<file path="src/rtl/alu_pkg.sv">
// Shared definitions for the ALU issue front end: datapath width,
// ALU op codes, latency counter width and FSM state encoding.
package alu_pkg;

    localparam int ALU_WIDTH = 16;
    localparam int CNT_W     = 4;

    localparam logic [2:0] OP_PASSA = 3'b000;
    localparam logic [2:0] OP_NOTA  = 3'b001;
    localparam logic [2:0] OP_ADD   = 3'b010;
    localparam logic [2:0] OP_SUB   = 3'b011;
    localparam logic [2:0] OP_AND   = 3'b100;
    localparam logic [2:0] OP_OR    = 3'b101;
    localparam logic [2:0] OP_NEGA  = 3'b110;
    localparam logic [2:0] OP_NEGB  = 3'b111;

    typedef enum logic [1:0] {
        ST_IDLE = 2'd0,
        ST_EXEC = 2'd1,
        ST_RESP = 2'd2
    } state_t;

endpackage

</file>
<file path="src/rtl/alu_issuer_if.sv">
// Request, ALU-side and response signals of the ALU issuer.
// slave is the issuer's view; master is the requester/consumer/ALU side.
interface alu_issuer_if
    import alu_pkg::*;
#(
    parameter int WIDTH = ALU_WIDTH
);
    logic             req_valid;
    logic             req_ready;
    logic [2:0]       req_op;
    logic [WIDTH-1:0] req_a;
    logic [WIDTH-1:0] req_b;
    logic             req_inm;
    logic             req_setz;

    logic [WIDTH-1:0] alu_a;
    logic [WIDTH-1:0] alu_b;
    logic [2:0]       alu_op;
    logic             alu_s_inm;
    logic [WIDTH-1:0] alu_y;
    logic             alu_zero;

    logic             rsp_valid;
    logic             rsp_ready;
    logic [WIDTH-1:0] rsp_y;
    logic             rsp_zero;
    logic             z_flag;
    logic             err_zero;

    modport slave (
        input  req_valid, req_op, req_a, req_b, req_inm, req_setz,
        input  alu_y, alu_zero, rsp_ready,
        output req_ready, alu_a, alu_b, alu_op, alu_s_inm,
        output rsp_valid, rsp_y, rsp_zero, z_flag, err_zero
    );

    modport master (
        output req_valid, req_op, req_a, req_b, req_inm, req_setz,
        output alu_y, alu_zero, rsp_ready,
        input  req_ready, alu_a, alu_b, alu_op, alu_s_inm,
        input  rsp_valid, rsp_y, rsp_zero, z_flag, err_zero
    );

endinterface

</file>
<file path="src/rtl/alu_issuer.sv">
// Sequential front end for the combinational ALU: registers a request onto the
// ALU inputs, waits ALU_LAT cycles, captures the result and hands it back.
module alu_issuer
    import alu_pkg::*;
#(
    parameter int WIDTH   = ALU_WIDTH,
    parameter int ALU_LAT = 1
) (
    input  logic        clk,
    input  logic        reset,
    alu_issuer_if.slave bus
);

    localparam logic [CNT_W-1:0] LAT_LOAD = CNT_W'(ALU_LAT - 1);

    state_t           r_state;
    logic [CNT_W-1:0] r_cnt;
    logic [WIDTH-1:0] r_alu_a;
    logic [WIDTH-1:0] r_alu_b;
    logic [2:0]       r_alu_op;
    logic             r_alu_s_inm;
    logic             r_setz;
    logic             r_rsp_valid;
    logic [WIDTH-1:0] r_rsp_y;
    logic             r_rsp_zero;
    logic             r_z_flag;
    logic             r_err_zero;

    logic w_req_ready;
    logic w_accept;
    logic w_capture;
    logic w_y_is_zero;

    // Ready is masked by reset so it reads 0 throughout the reset cycle.
    assign w_req_ready = !reset && ((r_state == ST_IDLE) ||
                                    ((r_state == ST_RESP) && bus.rsp_ready));
    assign w_accept    = w_req_ready && bus.req_valid;
    assign w_capture   = (r_state == ST_EXEC) && (r_cnt == '0);
    assign w_y_is_zero = ~|bus.alu_y;

    // NOTE: sequential state uses non-blocking assignments only, so every
    // register samples the pre-edge values regardless of statement order.
    always_ff @(posedge clk) begin
        if (reset) begin
            // NOTE: operand registers are reset too, so the ALU inputs read 0
            // after reset instead of stale or unknown values.
            r_state     <= ST_IDLE;
            r_cnt       <= '0;
            r_alu_a     <= '0;
            r_alu_b     <= '0;
            r_alu_op    <= '0;
            r_alu_s_inm <= 1'b0;
            r_setz      <= 1'b0;
            r_rsp_valid <= 1'b0;
            r_rsp_y     <= '0;
            r_rsp_zero  <= 1'b0;
            r_z_flag    <= 1'b0;
            r_err_zero  <= 1'b0;
        end else begin
            if (w_accept) begin
                r_alu_a     <= bus.req_a;
                r_alu_b     <= bus.req_b;
                r_alu_op    <= bus.req_op;
                r_alu_s_inm <= bus.req_inm;
                r_setz      <= bus.req_setz;
                r_cnt       <= LAT_LOAD;
            end else if ((r_state == ST_EXEC) && (r_cnt != '0)) begin
                r_cnt <= r_cnt - CNT_W'(1);
            end

            if (w_capture) begin
                r_rsp_y    <= bus.alu_y;
                r_rsp_zero <= bus.alu_zero;
                if (r_setz) r_z_flag <= bus.alu_zero;
                if (bus.alu_zero != w_y_is_zero) r_err_zero <= 1'b1;
            end

            case (r_state)
                ST_IDLE: if (w_accept) r_state <= ST_EXEC;
                ST_EXEC: begin
                    if (w_capture) begin
                        r_state     <= ST_RESP;
                        r_rsp_valid <= 1'b1;
                    end
                end
                ST_RESP: begin
                    if (bus.rsp_ready) begin
                        r_rsp_valid <= 1'b0;
                        r_state     <= bus.req_valid ? ST_EXEC : ST_IDLE;
                    end
                end
                default: r_state <= ST_IDLE;
            endcase
        end
    end

    assign bus.req_ready = w_req_ready;
    assign bus.alu_a     = r_alu_a;
    assign bus.alu_b     = r_alu_b;
    assign bus.alu_op    = r_alu_op;
    assign bus.alu_s_inm = r_alu_s_inm;
    assign bus.rsp_valid = r_rsp_valid;
    assign bus.rsp_y     = r_rsp_y;
    assign bus.rsp_zero  = r_rsp_zero;
    assign bus.z_flag    = r_z_flag;
    assign bus.err_zero  = r_err_zero;

endmodule

</file>
<file path="src/flat_wrapper.sv">
// flat-port wrapper written by rule: the top's interface ports become plain ports
module alu_issuer_flat import alu_pkg::*;
#(
    parameter int WIDTH   = ALU_WIDTH,
    parameter int ALU_LAT = 1
)
  (clk, reset, bus_req_valid, bus_req_op, bus_req_a, bus_req_b, bus_req_inm, bus_req_setz, bus_alu_y, bus_alu_zero, bus_rsp_ready, bus_req_ready, bus_alu_a, bus_alu_b, bus_alu_op, bus_alu_s_inm, bus_rsp_valid, bus_rsp_y, bus_rsp_zero, bus_z_flag, bus_err_zero);
  alu_issuer_if #(.WIDTH(WIDTH)) bus_i ();
  input  logic clk;
  input  logic reset;
  input wire logic [$bits(bus_i.req_valid)-1:0] bus_req_valid;
  input wire logic [$bits(bus_i.req_op)-1:0] bus_req_op;
  input wire logic [$bits(bus_i.req_a)-1:0] bus_req_a;
  input wire logic [$bits(bus_i.req_b)-1:0] bus_req_b;
  input wire logic [$bits(bus_i.req_inm)-1:0] bus_req_inm;
  input wire logic [$bits(bus_i.req_setz)-1:0] bus_req_setz;
  input wire logic [$bits(bus_i.alu_y)-1:0] bus_alu_y;
  input wire logic [$bits(bus_i.alu_zero)-1:0] bus_alu_zero;
  input wire logic [$bits(bus_i.rsp_ready)-1:0] bus_rsp_ready;
  output wire logic [$bits(bus_i.req_ready)-1:0] bus_req_ready;
  output wire logic [$bits(bus_i.alu_a)-1:0] bus_alu_a;
  output wire logic [$bits(bus_i.alu_b)-1:0] bus_alu_b;
  output wire logic [$bits(bus_i.alu_op)-1:0] bus_alu_op;
  output wire logic [$bits(bus_i.alu_s_inm)-1:0] bus_alu_s_inm;
  output wire logic [$bits(bus_i.rsp_valid)-1:0] bus_rsp_valid;
  output wire logic [$bits(bus_i.rsp_y)-1:0] bus_rsp_y;
  output wire logic [$bits(bus_i.rsp_zero)-1:0] bus_rsp_zero;
  output wire logic [$bits(bus_i.z_flag)-1:0] bus_z_flag;
  output wire logic [$bits(bus_i.err_zero)-1:0] bus_err_zero;
  assign bus_i.req_valid = bus_req_valid;
  assign bus_i.req_op = bus_req_op;
  assign bus_i.req_a = bus_req_a;
  assign bus_i.req_b = bus_req_b;
  assign bus_i.req_inm = bus_req_inm;
  assign bus_i.req_setz = bus_req_setz;
  assign bus_i.alu_y = bus_alu_y;
  assign bus_i.alu_zero = bus_alu_zero;
  assign bus_i.rsp_ready = bus_rsp_ready;
  assign bus_req_ready = bus_i.req_ready;
  assign bus_alu_a = bus_i.alu_a;
  assign bus_alu_b = bus_i.alu_b;
  assign bus_alu_op = bus_i.alu_op;
  assign bus_alu_s_inm = bus_i.alu_s_inm;
  assign bus_rsp_valid = bus_i.rsp_valid;
  assign bus_rsp_y = bus_i.rsp_y;
  assign bus_rsp_zero = bus_i.rsp_zero;
  assign bus_z_flag = bus_i.z_flag;
  assign bus_err_zero = bus_i.err_zero;
  alu_issuer #(.WIDTH(WIDTH), .ALU_LAT(ALU_LAT)) u_core (.clk(clk), .reset(reset), .bus(bus_i));
endmodule
</file>
<file path="config.mk">
export PLATFORM = sky130hd
export DESIGN_NAME = alu_issuer_flat
export DESIGN_NICKNAME = d
export VERILOG_FILES = /design/src/rtl/alu_pkg.sv /design/src/rtl/alu_issuer_if.sv /design/src/rtl/alu_issuer.sv /design/src/flat_wrapper.sv
export SDC_FILE = /design/constraint.sdc
export NUM_CORES = 1
export LEC_CHECK = 0
export BUFFER_PORTS_ARGS = -buffer_cell sky130_fd_sc_hd__buf_2
export CORE_MARGIN = 5
export CORE_UTILIZATION = 33
export DETAILED_ROUTE_END_ITERATION = 7
export PLACE_DENSITY_LB_ADDON = 0.1
export SLEW_MARGIN = 10
export SYNTH_ARGS = -nofsm -noshare
export SYNTH_HDL_FRONTEND = slang
export SYNTH_SLANG_ARGS = --single-unit
</file>
<file path="constraint.sdc">
create_clock -name clk -period 1.5 [get_ports clk]
set_input_delay 0.3 -clock clk [delete_from_list [all_inputs] [get_ports clk]]
set_output_delay 0.3 -clock clk [all_outputs]
set_load 0.005 [all_outputs]
</file>
==> results.yml <==
yosys:
  syn_nets: 346
  ys_warn_count: 0
  synth.distinct_cells: 33
  avgSynthCellArea_um2: 8.51
  netlist_instances: 287
  ys_ff_latch: 63
  ys_seq_area_share_pct: 51.6
  netlist_area_um2: 2440
layout:
  syn_to_final_growth_pct: 38.0
  fin_nets: 462
  multi_input_area_um2: 1100
  regArea_um2: 1260
  final_cells: 507
  n_antenna_cell: 0
  drive_above_1_share_pct: 37.0
  nFillCells: 765
placement:
  hpwl_um: 4310
  port_buffers: 114
  place_congestion: 0.698
  placed_cells: 491
  pre_cts_ws_ns: -0.0174
clock_network:
  clockRootBuffer: "clkbuf_8"
  cts_buffer_depth: 2
  clk_pin_slew_ns: 0.07
  cts-htree-levels: 3
  cts_tree: "yes"
  postCtsSetupBuffers: 0
  cts_sinks: 63
  clock_latency_ns: 0.33
  cts_hold_buffers: 0
  cts_made_buffers: 9
route:
  final_antenna_net_count: 0
  vias_per_cell: 4.42
  drc: 0
  drt_iter0_markers: 119
  drt-pass1-iter-count: 4
  wl_per_cell_um: 12.1
  via_count: 2243
  routed_wl_um: 6120
setup_path:
  cp_slowest_cell: "a2111oi_4"
  required_ns: 1.72
  crit_path_start_kind: "register"
  worstPathMaxFanout: 5
  path_cells: "inv_2, ha_4, nor3b_4, and2b_4, a2111oi_4"
  crit_path_end_kind: "register"
  cp_slowest_stage_delay_ns: 0.34
  criticalPathCategory: "reg -> reg"
  arrival_ns: 1.67
global_routing:
  grt_antenna_before_repair: 0
  first_global_vias: 2106
  grt_pass1_wl_um: 9610
  grt_overflow: 0
  grt_max_degree: 43
  track_usage_pct: 13.3
floorplan:
  ios: 115
  start_util_pct: 33.9
  die_w_um: 96.0
  core-area_um2: 7210
  die_h_um: 96.0
  die_area_um2: 9220
  rows: 31
power:
  leakage_nw: 1.50
  max-vdd-ir-drop_uv: 515
  p_per_area_nw_per_um2: 1100
sta:
  slew_headroom_pct: 75.3
  timing.final.ws_setup_ns: 0.0548
  drv_slew: 0
  whs_ns: 0.166
  rsz0062_at_grt: "true"
  final.min_clock_period_ns: 1.45
  tightestPinTransition_ns: 0.368
  finalSetupViolations: 0
  hold_viol: 0
  fmax_ghz: 0.692
  period_share_pct: 96.3
  finClkSkew_ns: 0.00606
job:
  cap_violations: 0
run_status:
  status: "finished clean"
min_path:
  hold_class: "in -> reg"
## sequential cells by signal, indices dropped and copies added, names as in the netlist
register,count
u_core.r_cnt,4
u_core.r_setz,1
u_core.bus.rsp_y,16
u_core.bus.z_flag,1
u_core.r_state,2
u_core.bus.alu_b,16
u_core.bus.alu_a,16
u_core.bus.alu_s_inm,1
u_core.bus.rsp_zero,1
u_core.bus.alu_op,3
u_core.bus.err_zero,1
u_core.bus.rsp_valid,1
## critical path: cells and delay by family, from the launching register on
family	cells	cell delay [ns]
fa+ha+maj	1	0.13
buf+inv	1	0.06
flops	1	0.32
compound gates	1	0.34
simple gates	2	0.49
## per-stage QoR
step	util (%)	TNS [ns]	total power, mW	area [µm²]
after global placement	43.6	-0.0156	2.33	3150
after detailed placement	43.6	-0.0227	2.34	3150
after global routing	46.7	-0.0730	3.95	3370
after floorplan	-	0	2.09	2440
final	46.7	0	3.71	3370
after CTS	46.4	0	3.79	3340
## power breakdown
part | leakage, nW | internal (mW) | switching (mW)
clock | 0.100 | 0.806 | 0.614
sequential | 0.518 | 1.79 | 0.0563
combinational | 0.883 | 0.229 | 0.220
total | 1.50 | 2.82 | 0.889
## repair_timing
action / CTS / global route
resized for setup: 2 / 6
pin swaps: 0 / 2
endpoints found under the setup margin: 2 / 9
cloned: 0 / 0
## final timing paths
check	from	slack (ns)	depth (start not counted)	end
min	bus_req_op[2]	0.17	3	u_core.bus.alu_op[2]$_SDFFE_PP0P_
min reg2reg	u_core.bus.rsp_y[1]$_SDFFE_PP0P_	0.45	2	u_core.bus.rsp_y[1]$_SDFFE_PP0P_
max	u_core.r_cnt[1]$_SDFFE_PP0P_	0.05	5	u_core.r_cnt[1]$_SDFFE_PP0P_
max reg2reg	u_core.r_cnt[1]$_SDFFE_PP0P_	0.05	5	u_core.r_cnt[1]$_SDFFE_PP0P_
## layout make-up
| class | count | area share [%] |
|---|---|---|
| Timing Repair Buffer | 124 | 20.3 |
| Tap cell | 99 | 3.67 |
| Clock inverter | 4 | 1.34 |
| Multi-Input combinational cell | 202 | 32.6 |
| Sequential cell | 63 | 37.5 |
| Inverter | 3 | 0.334 |
| Clock buffer | 12 | 4.31 |
## synth_stat cells
master / n / area, µm²
and2b_4: 2 / 20.0
inv_1: 3 / 11.3
dfxtp_1: 63 / 1260
or4_1: 1 / 7.51
nand4_1: 1 / 6.26
and2_1: 1 / 6.26
mux2i_1: 1 / 10.0
nor3b_2: 1 / 12.5
nor3b_1: 1 / 7.51
ha_1: 1 / 12.5
buf_4: 4 / 30.0
a31oi_1: 1 / 6.26
buf_2: 7 / 35.0
nand2_2: 1 / 6.26
nand4b_1: 1 / 8.76
clkbuf_1: 7 / 26.3
nor4_1: 4 / 25.0
xnor2_1: 2 / 17.5
nor2_1: 4 / 15.0
nor2b_4: 1 / 13.8
nand3_1: 2 / 10.0
a2111oi_2: 1 / 15.0
o21ai_1: 3 / 15.0
and3b_1: 1 / 8.76
o21ai_0: 34 / 170
or3b_2: 1 / 8.76
a21oi_1: 20 / 100
nand2b_1: 38 / 238
nor4b_4: 1 / 23.8
nor3_1: 5 / 25.0
nand3b_1: 1 / 7.51
nand2_1: 72 / 270
buf_6: 1 / 11.3
## kinds of logic after synthesis
| group | synth area share [%] |
|---|---|
| AND/OR/NAND/NOR | 29.5 |
| flip-flops | 51.6 |
| AO/OA/AOI/OAI | 12.6 |
| buffers and inverters | 4.66 |
| XOR/XNOR | 0.717 |
| multiplexers | 0.410 |
| adder cells (fa/ha/maj) | 0.512 |
## cells in the final DEF, fill, tap and decap left out, types with 2 or more instances in the layout
master / count
buf_4: 7
and2b_4: 2
nor2_1: 4
nor3_1: 5
o21ai_1: 3
nand3_1: 2
inv_2: 2
buf_2: 114
nand2b_1: 38
a21oi_1: 20
buf_12: 3
dfxtp_1: 61
clkinv_2: 3
clkbuf_8: 10
o21ai_0: 34
nor4_1: 4
clkbuf_1: 2
xnor2_1: 2
dfxtp_2: 2
nand2_1: 72
## per-layer routing
layer  up-vias  global-route usage [%]  share of wire [%]
met2        70                    21.2                 44
met5         -                       0                  0
met4         0                    5.69                1.1
li1       1173                       -                  -
met3         6                    4.85                8.1
met1       994                    16.1                 46
No activity file was read; power rests on OpenSTA's default activity.
